**src/rtl/mopshub_seq_pkg.sv**
```systemverilog
`default_nettype none
// ============================================================================
// Module      : mopshub_seq_pkg
// Description : Shared types and default constants for the MOPSHUB test
//               sequencer. Holds the state enum, the default durations and a
//               helper that flags the states covered by the watchdog.
// Revision    : 1.0 - initial release
// ============================================================================
package mopshub_seq_pkg;

    localparam int SEQ_CNT_W = 24;

    typedef enum logic [3:0] {
        ST_IDLE        = 4'd0,
        ST_TRIM        = 4'd1,
        ST_WAIT_SIGNON = 4'd2,
        ST_RX          = 4'd3,
        ST_ENDWAIT     = 4'd4,
        ST_GAP         = 4'd5,
        ST_TX          = 4'd6,
        ST_DONE        = 4'd7,
        ST_ERR         = 4'd8
    } seq_state_t;

    localparam logic [SEQ_CNT_W-1:0] SEQ_GAP_CYCLES     = 24'd120;
    localparam logic [SEQ_CNT_W-1:0] SEQ_ENDWAIT_CYCLES = 24'd1;
    localparam logic [SEQ_CNT_W-1:0] SEQ_TIMEOUT_CYCLES = 24'd4_000_000;
    localparam logic [7:0]           SEQ_N_LOOPS        = 8'd1;

    // States that wait on an external strobe and therefore need a watchdog.
    function automatic logic seq_watched(input seq_state_t s);
        return (s == ST_TRIM) || (s == ST_WAIT_SIGNON) ||
               (s == ST_RX)   || (s == ST_TX);
    endfunction

endpackage
`default_nettype wire

```
**src/rtl/seq_cycle_counter.sv**
```systemverilog
`default_nettype none
// ============================================================================
// Module      : seq_cycle_counter
// Description : Loadable down-counter that stops at zero.
//   clk_40_m   in  : clock
//   rst        in  : synchronous active-low reset (count -> 0)
//   load       in  : load load_value (has priority over counting)
//   load_value in  : value to load
//   en         in  : decrement by one while non-zero
//   value      out : current count
//   zero       out : count equals zero
// Revision    : 1.0 - initial release
// ============================================================================
module seq_cycle_counter
    import mopshub_seq_pkg::*;
(
    input  logic                 clk_40_m,
    input  logic                 rst,
    input  logic                 load,
    input  logic [SEQ_CNT_W-1:0] load_value,
    input  logic                 en,
    output logic [SEQ_CNT_W-1:0] value,
    output logic                 zero
);

    logic [SEQ_CNT_W-1:0] r_value;

    always_ff @(posedge clk_40_m) begin
        if (!rst) begin
            r_value <= '0;
        end else if (load) begin
            r_value <= load_value;
        end else if (en && (r_value != '0)) begin
            r_value <= r_value - 1'b1;
        end
    end

    assign value = r_value;
    assign zero  = (r_value == '0);

endmodule
`default_nettype wire

```
**src/rtl/mopshub_test_sequencer.sv**
```systemverilog
`default_nettype none
// ============================================================================
// Module      : mopshub_test_sequencer
// Description : Cycle-exact sequencer for the MOPSHUB system test:
//               TRIM -> WAIT_SIGNON -> (RX -> ENDWAIT -> GAP -> TX) x N_LOOPS
//               with a per-state watchdog and a level abort.
//   Inputs : clk_40_m, rst (sync, active-low), start, trim_en, abort,
//            end_power_init, sign_on_sig, test_rx_end, test_tx_end
//   Outputs: osc_auto_trim_mopshub, test_rx, test_tx, endwait_all (phase
//            controls), state_o, loop_cnt, done, timeout_err (status)
// Revision    : 1.0 - initial release
// ============================================================================
module mopshub_test_sequencer
    import mopshub_seq_pkg::*;
#(
    parameter logic [SEQ_CNT_W-1:0] GAP_CYCLES     = SEQ_GAP_CYCLES,
    parameter logic [SEQ_CNT_W-1:0] ENDWAIT_CYCLES = SEQ_ENDWAIT_CYCLES,
    parameter logic [SEQ_CNT_W-1:0] TIMEOUT_CYCLES = SEQ_TIMEOUT_CYCLES,
    parameter logic [7:0]           N_LOOPS        = SEQ_N_LOOPS
) (
    input  logic       clk_40_m,
    input  logic       rst,
    input  logic       start,
    input  logic       trim_en,
    input  logic       abort,
    input  logic       end_power_init,
    input  logic       sign_on_sig,
    input  logic       test_rx_end,
    input  logic       test_tx_end,
    output logic       osc_auto_trim_mopshub,
    output logic       test_rx,
    output logic       test_tx,
    output logic       endwait_all,
    output logic [3:0] state_o,
    output logic [7:0] loop_cnt,
    output logic       done,
    output logic       timeout_err
);

    // Counters are loaded with N-1 so a state lasts exactly N cycles:
    // the exit is taken in the cycle where the count has reached zero.
    localparam logic [SEQ_CNT_W-1:0] C_WD_RELOAD =
        (TIMEOUT_CYCLES == '0) ? '0 : TIMEOUT_CYCLES - 1'b1;
    localparam logic [SEQ_CNT_W-1:0] C_ENDWAIT_RELOAD = ENDWAIT_CYCLES - 1'b1;
    localparam logic [SEQ_CNT_W-1:0] C_GAP_RELOAD     = GAP_CYCLES - 1'b1;

    seq_state_t           r_state;
    seq_state_t           w_next;
    logic                 w_start_ok;
    logic                 w_signon;
    logic                 w_wd_expired;
    logic [7:0]           w_loop_inc;
    logic                 w_state_change;
    logic                 w_dur_load;
    logic [SEQ_CNT_W-1:0] w_dur_load_value;
    logic                 w_dur_zero;
    logic                 w_wd_zero;
    logic [SEQ_CNT_W-1:0] w_dur_value;
    logic [SEQ_CNT_W-1:0] w_wd_value;
    logic                 w_unused_values;

    logic                 r_signon_seen;
    logic                 r_osc;
    logic                 r_rx;
    logic                 r_tx;
    logic                 r_endwait;
    logic                 r_done;
    logic                 r_timeout;
    logic [7:0]           r_loop_cnt;

    // A live sign-on strobe counts as well as the remembered one, so the
    // RX phase starts one edge after the strobe.
    assign w_signon     = r_signon_seen | sign_on_sig;
    assign w_wd_expired = (TIMEOUT_CYCLES != '0) && seq_watched(r_state) && w_wd_zero;
    assign w_loop_inc   = (r_loop_cnt == 8'hFF) ? 8'hFF : r_loop_cnt + 8'd1;

    // ---------------------------------------------------------------- FSM
    always_ff @(posedge clk_40_m) begin
        if (!rst) begin
            r_state <= ST_IDLE;
        end else begin
            r_state <= w_next;
        end
    end

    // Completion strobes are tested before the watchdog so they win a tie.
    always_comb begin
        w_next     = r_state;
        w_start_ok = 1'b0;
        case (r_state)
            ST_IDLE, ST_DONE, ST_ERR: begin
                if (start) begin
                    w_start_ok = 1'b1;
                    w_next     = trim_en ? ST_TRIM : ST_WAIT_SIGNON;
                end
            end
            ST_TRIM: begin
                if (end_power_init)    w_next = ST_WAIT_SIGNON;
                else if (w_wd_expired) w_next = ST_ERR;
            end
            ST_WAIT_SIGNON: begin
                if (w_signon)          w_next = ST_RX;
                else if (w_wd_expired) w_next = ST_ERR;
            end
            ST_RX: begin
                if (test_rx_end)       w_next = ST_ENDWAIT;
                else if (w_wd_expired) w_next = ST_ERR;
            end
            ST_ENDWAIT: begin
                if (w_dur_zero)        w_next = ST_GAP;
            end
            ST_GAP: begin
                if (w_dur_zero)        w_next = ST_TX;
            end
            ST_TX: begin
                if (test_tx_end)       w_next = (w_loop_inc < N_LOOPS) ? ST_RX : ST_DONE;
                else if (w_wd_expired) w_next = ST_ERR;
            end
            default: begin
                w_next = ST_IDLE;
            end
        endcase
        if (abort) begin
            w_next     = ST_IDLE;
            w_start_ok = 1'b0;
        end
    end

    // ------------------------------------------------------------ counters
    assign w_state_change   = (w_next != r_state);
    assign w_dur_load       = w_state_change && ((w_next == ST_ENDWAIT) || (w_next == ST_GAP));
    assign w_dur_load_value = (w_next == ST_ENDWAIT) ? C_ENDWAIT_RELOAD : C_GAP_RELOAD;

    seq_cycle_counter u_dur_cnt (
        .clk_40_m   (clk_40_m),
        .rst        (rst),
        .load       (w_dur_load),
        .load_value (w_dur_load_value),
        .en         ((r_state == ST_ENDWAIT) || (r_state == ST_GAP)),
        .value      (w_dur_value),
        .zero       (w_dur_zero)
    );

    seq_cycle_counter u_wd_cnt (
        .clk_40_m   (clk_40_m),
        .rst        (rst),
        .load       (w_state_change),
        .load_value (C_WD_RELOAD),
        .en         (seq_watched(r_state)),
        .value      (w_wd_value),
        .zero       (w_wd_zero)
    );

    // Only the zero flags steer the FSM; the raw counts are not needed here.
    assign w_unused_values = ^{w_dur_value, w_wd_value};

    // ------------------------------------------------------ status/outputs
    always_ff @(posedge clk_40_m) begin
        if (!rst) begin
            r_signon_seen <= 1'b0;
            r_osc         <= 1'b0;
            r_rx          <= 1'b0;
            r_tx          <= 1'b0;
            r_endwait     <= 1'b0;
            r_done        <= 1'b0;
            r_timeout     <= 1'b0;
            r_loop_cnt    <= 8'd0;
        end else begin
            // Phase controls are decoded from the next state so they move
            // on the same edge as state_o.
            r_osc     <= (w_next == ST_TRIM);
            r_rx      <= (w_next == ST_RX);
            r_tx      <= (w_next == ST_TX);
            r_endwait <= (w_next == ST_ENDWAIT);

            if (w_start_ok)              r_done <= 1'b0;
            else if (w_next == ST_DONE)  r_done <= 1'b1;

            if (w_start_ok)              r_timeout <= 1'b0;
            else if (w_next == ST_ERR)   r_timeout <= 1'b1;

            if (abort || w_start_ok)                r_loop_cnt <= 8'd0;
            else if ((r_state == ST_TX) && test_tx_end) r_loop_cnt <= w_loop_inc;

            // Clearing on RX entry means later loops do not need a new sign-on.
            if (abort)                                        r_signon_seen <= 1'b0;
            else if ((w_next == ST_RX) && (r_state != ST_RX)) r_signon_seen <= 1'b0;
            else if (sign_on_sig && (r_state != ST_IDLE))     r_signon_seen <= 1'b1;
        end
    end

    assign osc_auto_trim_mopshub = r_osc;
    assign test_rx               = r_rx;
    assign test_tx               = r_tx;
    assign endwait_all           = r_endwait;
    assign state_o               = r_state;
    assign loop_cnt              = r_loop_cnt;
    assign done                  = r_done;
    assign timeout_err           = r_timeout;

endmodule
`default_nettype wire
```
**config.mk**
```make
export PLATFORM = sky130hd
export DESIGN_NAME = mopshub_test_sequencer
export DESIGN_NICKNAME = d
export VERILOG_FILES = /design/src/rtl/mopshub_seq_pkg.sv /design/src/rtl/seq_cycle_counter.sv /design/src/rtl/mopshub_test_sequencer.sv
export SDC_FILE = /design/constraint.sdc
export NUM_CORES = 1
export LEC_CHECK = 0
export BUFFER_PORTS_ARGS = -buffer_cell sky130_fd_sc_hd__buf_2
export CAP_MARGIN = 10
export CORE_UTILIZATION = 50
export DETAILED_ROUTE_END_ITERATION = 10
export GPL_TIMING_DRIVEN = 0
export PLACE_DENSITY = 0.66
export SYNTH_ARGS = -nofsm -noshare
export SYNTH_HDL_FRONTEND = slang
export SYNTH_SLANG_ARGS = --single-unit
```
**constraint.sdc**
```tcl
create_clock -name clk_40_m -period 3.6 [get_ports clk_40_m]
set_input_delay 0.54 -clock clk_40_m [delete_from_list [all_inputs] [get_ports clk_40_m]]
set_output_delay 0.54 -clock clk_40_m [all_outputs]
set_load 0.01 [all_outputs]
```
==> results.tsv <==
stage	metric	value	unit
die	start_util	52.74	%
critical_path	critPathArrivalTime	3.27	ns
critical_path	worstSetupPathType	register to register	
drt	drc	0	
power_and_ir_drop	p_sw	0.4402	mW
sta	finalCriticalPeriod	3.028	ns
sta	rsz0062_at_grt	false	
power_and_ir_drop	combinationalPowerShare	13.4	%
clocking	postCtsSetupRepairBufs	0	
synthesis	yosys_register_bits	67	
sta	tightest_slew	0.7316	ns
finish	area_growth	11.95	%
clocking	cts.sinks	67	
power_and_ir_drop	clockPowerShare	37.3	%
finish	fin_cells	579	
synthesis	syn-instance-count	441	
clocking	cts_resized	0	
power_and_ir_drop	leakagePower	1.573	nW
placement	hpwl	5984	microns
clocking	cts_tree	done	
grt	grt_max_degree	12	
sta	final_hold_viol_count	0	
critical_path	worstReg2RegStart	u_wd_cnt.value[16]	
power_and_ir_drop	swShare	27.18	%
worst_hold_path	hp-start	done	
drt	wl_per_cell	14.07	microns
grt	grt_antenna_before_repair	0	
grt	grt_usage	22.27	%
power_and_ir_drop	max-vdd-ir-drop	0.2801	mV
sta	maxSlewViolCount	0	
flow_run	drv_cap	0	
sta	max-slew-margin-rel	51.23	%
die	io_pins	27	
drt	drt_iter0_drc	184	
synthesis	synth_edf_count	0	
synthesis	synth-main-ff-cell	dfxtp_1	
sta	fin_tns_setup	0	ns
finish	fillCellCount	663	
sta	setup_viol	0	
placement	gp_congestion	0.8805	
die	die_area	7630	sq um
synthesis	synthArstFlopShare	0	%
synthesis	syn_nets	454	
placement	placed_cells	562	
synthesis	seq_area_frac_synth	36.83	%
critical_path	crit_path_top_delay_cell	or4_4	
synthesis	synth_area	3642	sq um
clocking	cts_buffers	9	
critical_path	worstSetupStartpointType	register	
critical_path	crit_start	u_wd_cnt.value[16]	
power_and_ir_drop	intPower	1.180	mW
finish	num_antenna_cells	0	
placement	numPortBuffers	25	
finish	layout_common_cells	dfxtp_1, nor2_1, nand2_1	
grt	grt_pass1_wl	13220	microns
sta	post-route-period-util	84.11	%
critical_path	cp_cell_sequence	or4_4 > or4_1 > buf_2 > nor3_2 > o31a_1 > o21ai_2 > o31ai_2 > buf_2 > nor2_1	
clocking	clockBufferDepth	2	
critical_path	end_kind	register	
die	die_x	87.35	microns
finish	fin_nets	491	
sta	fmax	330.2	MHz
sta	skew	0.01203	ns
finish	drive_gt1_share	12.42	%
drt	ant_nets	0	
synthesis	synth_warnings	0	
critical_path	crit_required	3.84	ns
clocking	postCtsHoldBufs	0	
critical_path	critPathMaxFanout	10	
worst_hold_path	min_path_type	register to register	
synthesis	synth_cell_types	62	
clocking	clock_latency	0.35	ns
power_and_ir_drop	p_per_area	397.2	nW/um^2
critical_path	path_common_cell	buf_2	
drt	vias	3254	
die	coreArea	6907	sq um
finish	regArea	1341	sq um
drt	via_per_inst	5.620	
clocking	cts_root_buf	clkbuf_8	
clocking	clk_pin_slew	0.08	ns
die	die_y	87.35	microns
grt	grt_overflow	0	
power_and_ir_drop	p_seq_share	49.3	%
drt	wirelength	8146	microns
grt	grt_pass1_vias	2897	
finish	final_common_cell	dfxtp_1	
outcome	outcome	finished clean	
synthesis	avgSynthCellArea	8.259	sq um
die	rows	30	
finish	multi_input_area	2172	sq um
drt	firstDrtPassIters	5	
clocking	htreeDepth	3	
critical_path	crit_path_max_incr_delay	0.56	ns
## through the flow
step	setup WS (ns)	power (mW)	hold WS [ns]	instance area, sq um	utilization, %
finish	0.5719	1.620	0.4593	4078	59.04
global route	0.3618	1.696	0.4996	4078	59.04
CTS	0.4469	1.631	0.4569	4073	58.97
detailed placement	0.4680	1.030	0.4385	3887	56.29
global placement	0.5582	1.026	0.4395	3887	56.29
floorplan	0.8856	0.9782	0.4499	3642	-
## metal layers
metal / share of wire, % / routed length, microns / track usage [%]
met3: 4.9 / 398 / 6.825
met2: 48 / 3936 / 37.36
met5: 0 / 0 / 0
met1: 46 / 3719 / 27.67
met4: 1.1 / 91 / 5.812
## synth_stat cells, types with 2 or more instances
cell        n  share of area (%)
dfxtp_1    67                 37
nor2_1     59                6.1
nand2_1    34                3.5
nor3_1     28                3.8
xor2_1     24                5.8
xnor2_1    19                4.6
o21a_1     17                3.5
a21oi_1    15                2.1
inv_1      15                1.5
nor4_1     15                2.6
o21ai_0    13                1.8
nand3_1    12                1.6
clkbuf_1   11                1.1
nor2b_1     8                1.4
nor4b_1     8                1.9
or3_1       7                1.2
nand4_1     6                1.0
nand3b_1    5                1.0
and2_1      4               0.69
buf_2       4               0.55
ha_1        4                1.4
o21bai_1    4               0.82
a31oi_1     3               0.52
and3_1      3               0.52
mux2i_1     3               0.82
nand2b_1    3               0.52
o211ai_1    3               0.62
or3b_2      3               0.72
or4_1       3               0.62
nor3b_1     2               0.41
o2111ai_1   2               0.48
o21ai_1     2               0.27
o221a_2     2               0.62
o22ai_1     2               0.34
o311ai_0    2               0.48
o31a_1      2               0.48
or2_2       2               0.34
## registers in the layout, summed over array words and instances, names as in the netlist
register / count
r_signon_seen: 1
done: 1
loop_cnt: 8
state_o: 4
u_wd_cnt.value: 24
endwait_all: 1
test_rx: 1
u_dur_cnt.value: 24
osc_auto_trim_mopshub: 1
timeout_err: 1
test_tx: 1
## final timing paths
check                                            to  slack [ns]  depth (start not counted)
worst max register to register  u_dur_cnt.value[13]        0.57                          9
worst min register to register                 done        0.46                          2
worst min-delay path                           done        0.46                          2
worst max-delay path            u_dur_cnt.value[13]        0.57                          9
## area by class of cell
class                      instances  share of cell area [%]
clock inverter                     5                   1.319
tap                               96                   2.946
clock buffer                      11                   3.222
sequential                        67                   32.89
multi-input combinational        342                   53.27
inverter                          15                   1.381
timing repair buffer              26                   3.191
buffer                            17                   1.780
## cells by family after synthesis
family	count (synthesis)	share of synthesized area [%]
flops	67	36.83
xor+xnor	43	10.34
mux	3	0.8245
compound gates	84	17.49
fa+ha+maj	4	1.374
simple gates	208	29.61
buf+inv	32	3.538
## power by group through the flow
stage,Sequential (mW),Clock (mW),Combinational [mW]
CTS,0.798,0.616,0.217
floorplan,0.810,0,0.169
global route,0.802,0.650,0.244
detailed placement,0.814,0,0.216
finish,0.798,0.604,0.218
global placement,0.814,0,0.213
## critical path, delay by kind of cell, from the launching register on
family / cells / cell delay [ns]
flops: 1 / 0.35
compound gates: 3 / 0.75
simple gates: 4 / 1.36
buf+inv: 2 / 0.45
No activity file was read; power rests on OpenSTA's default activity.
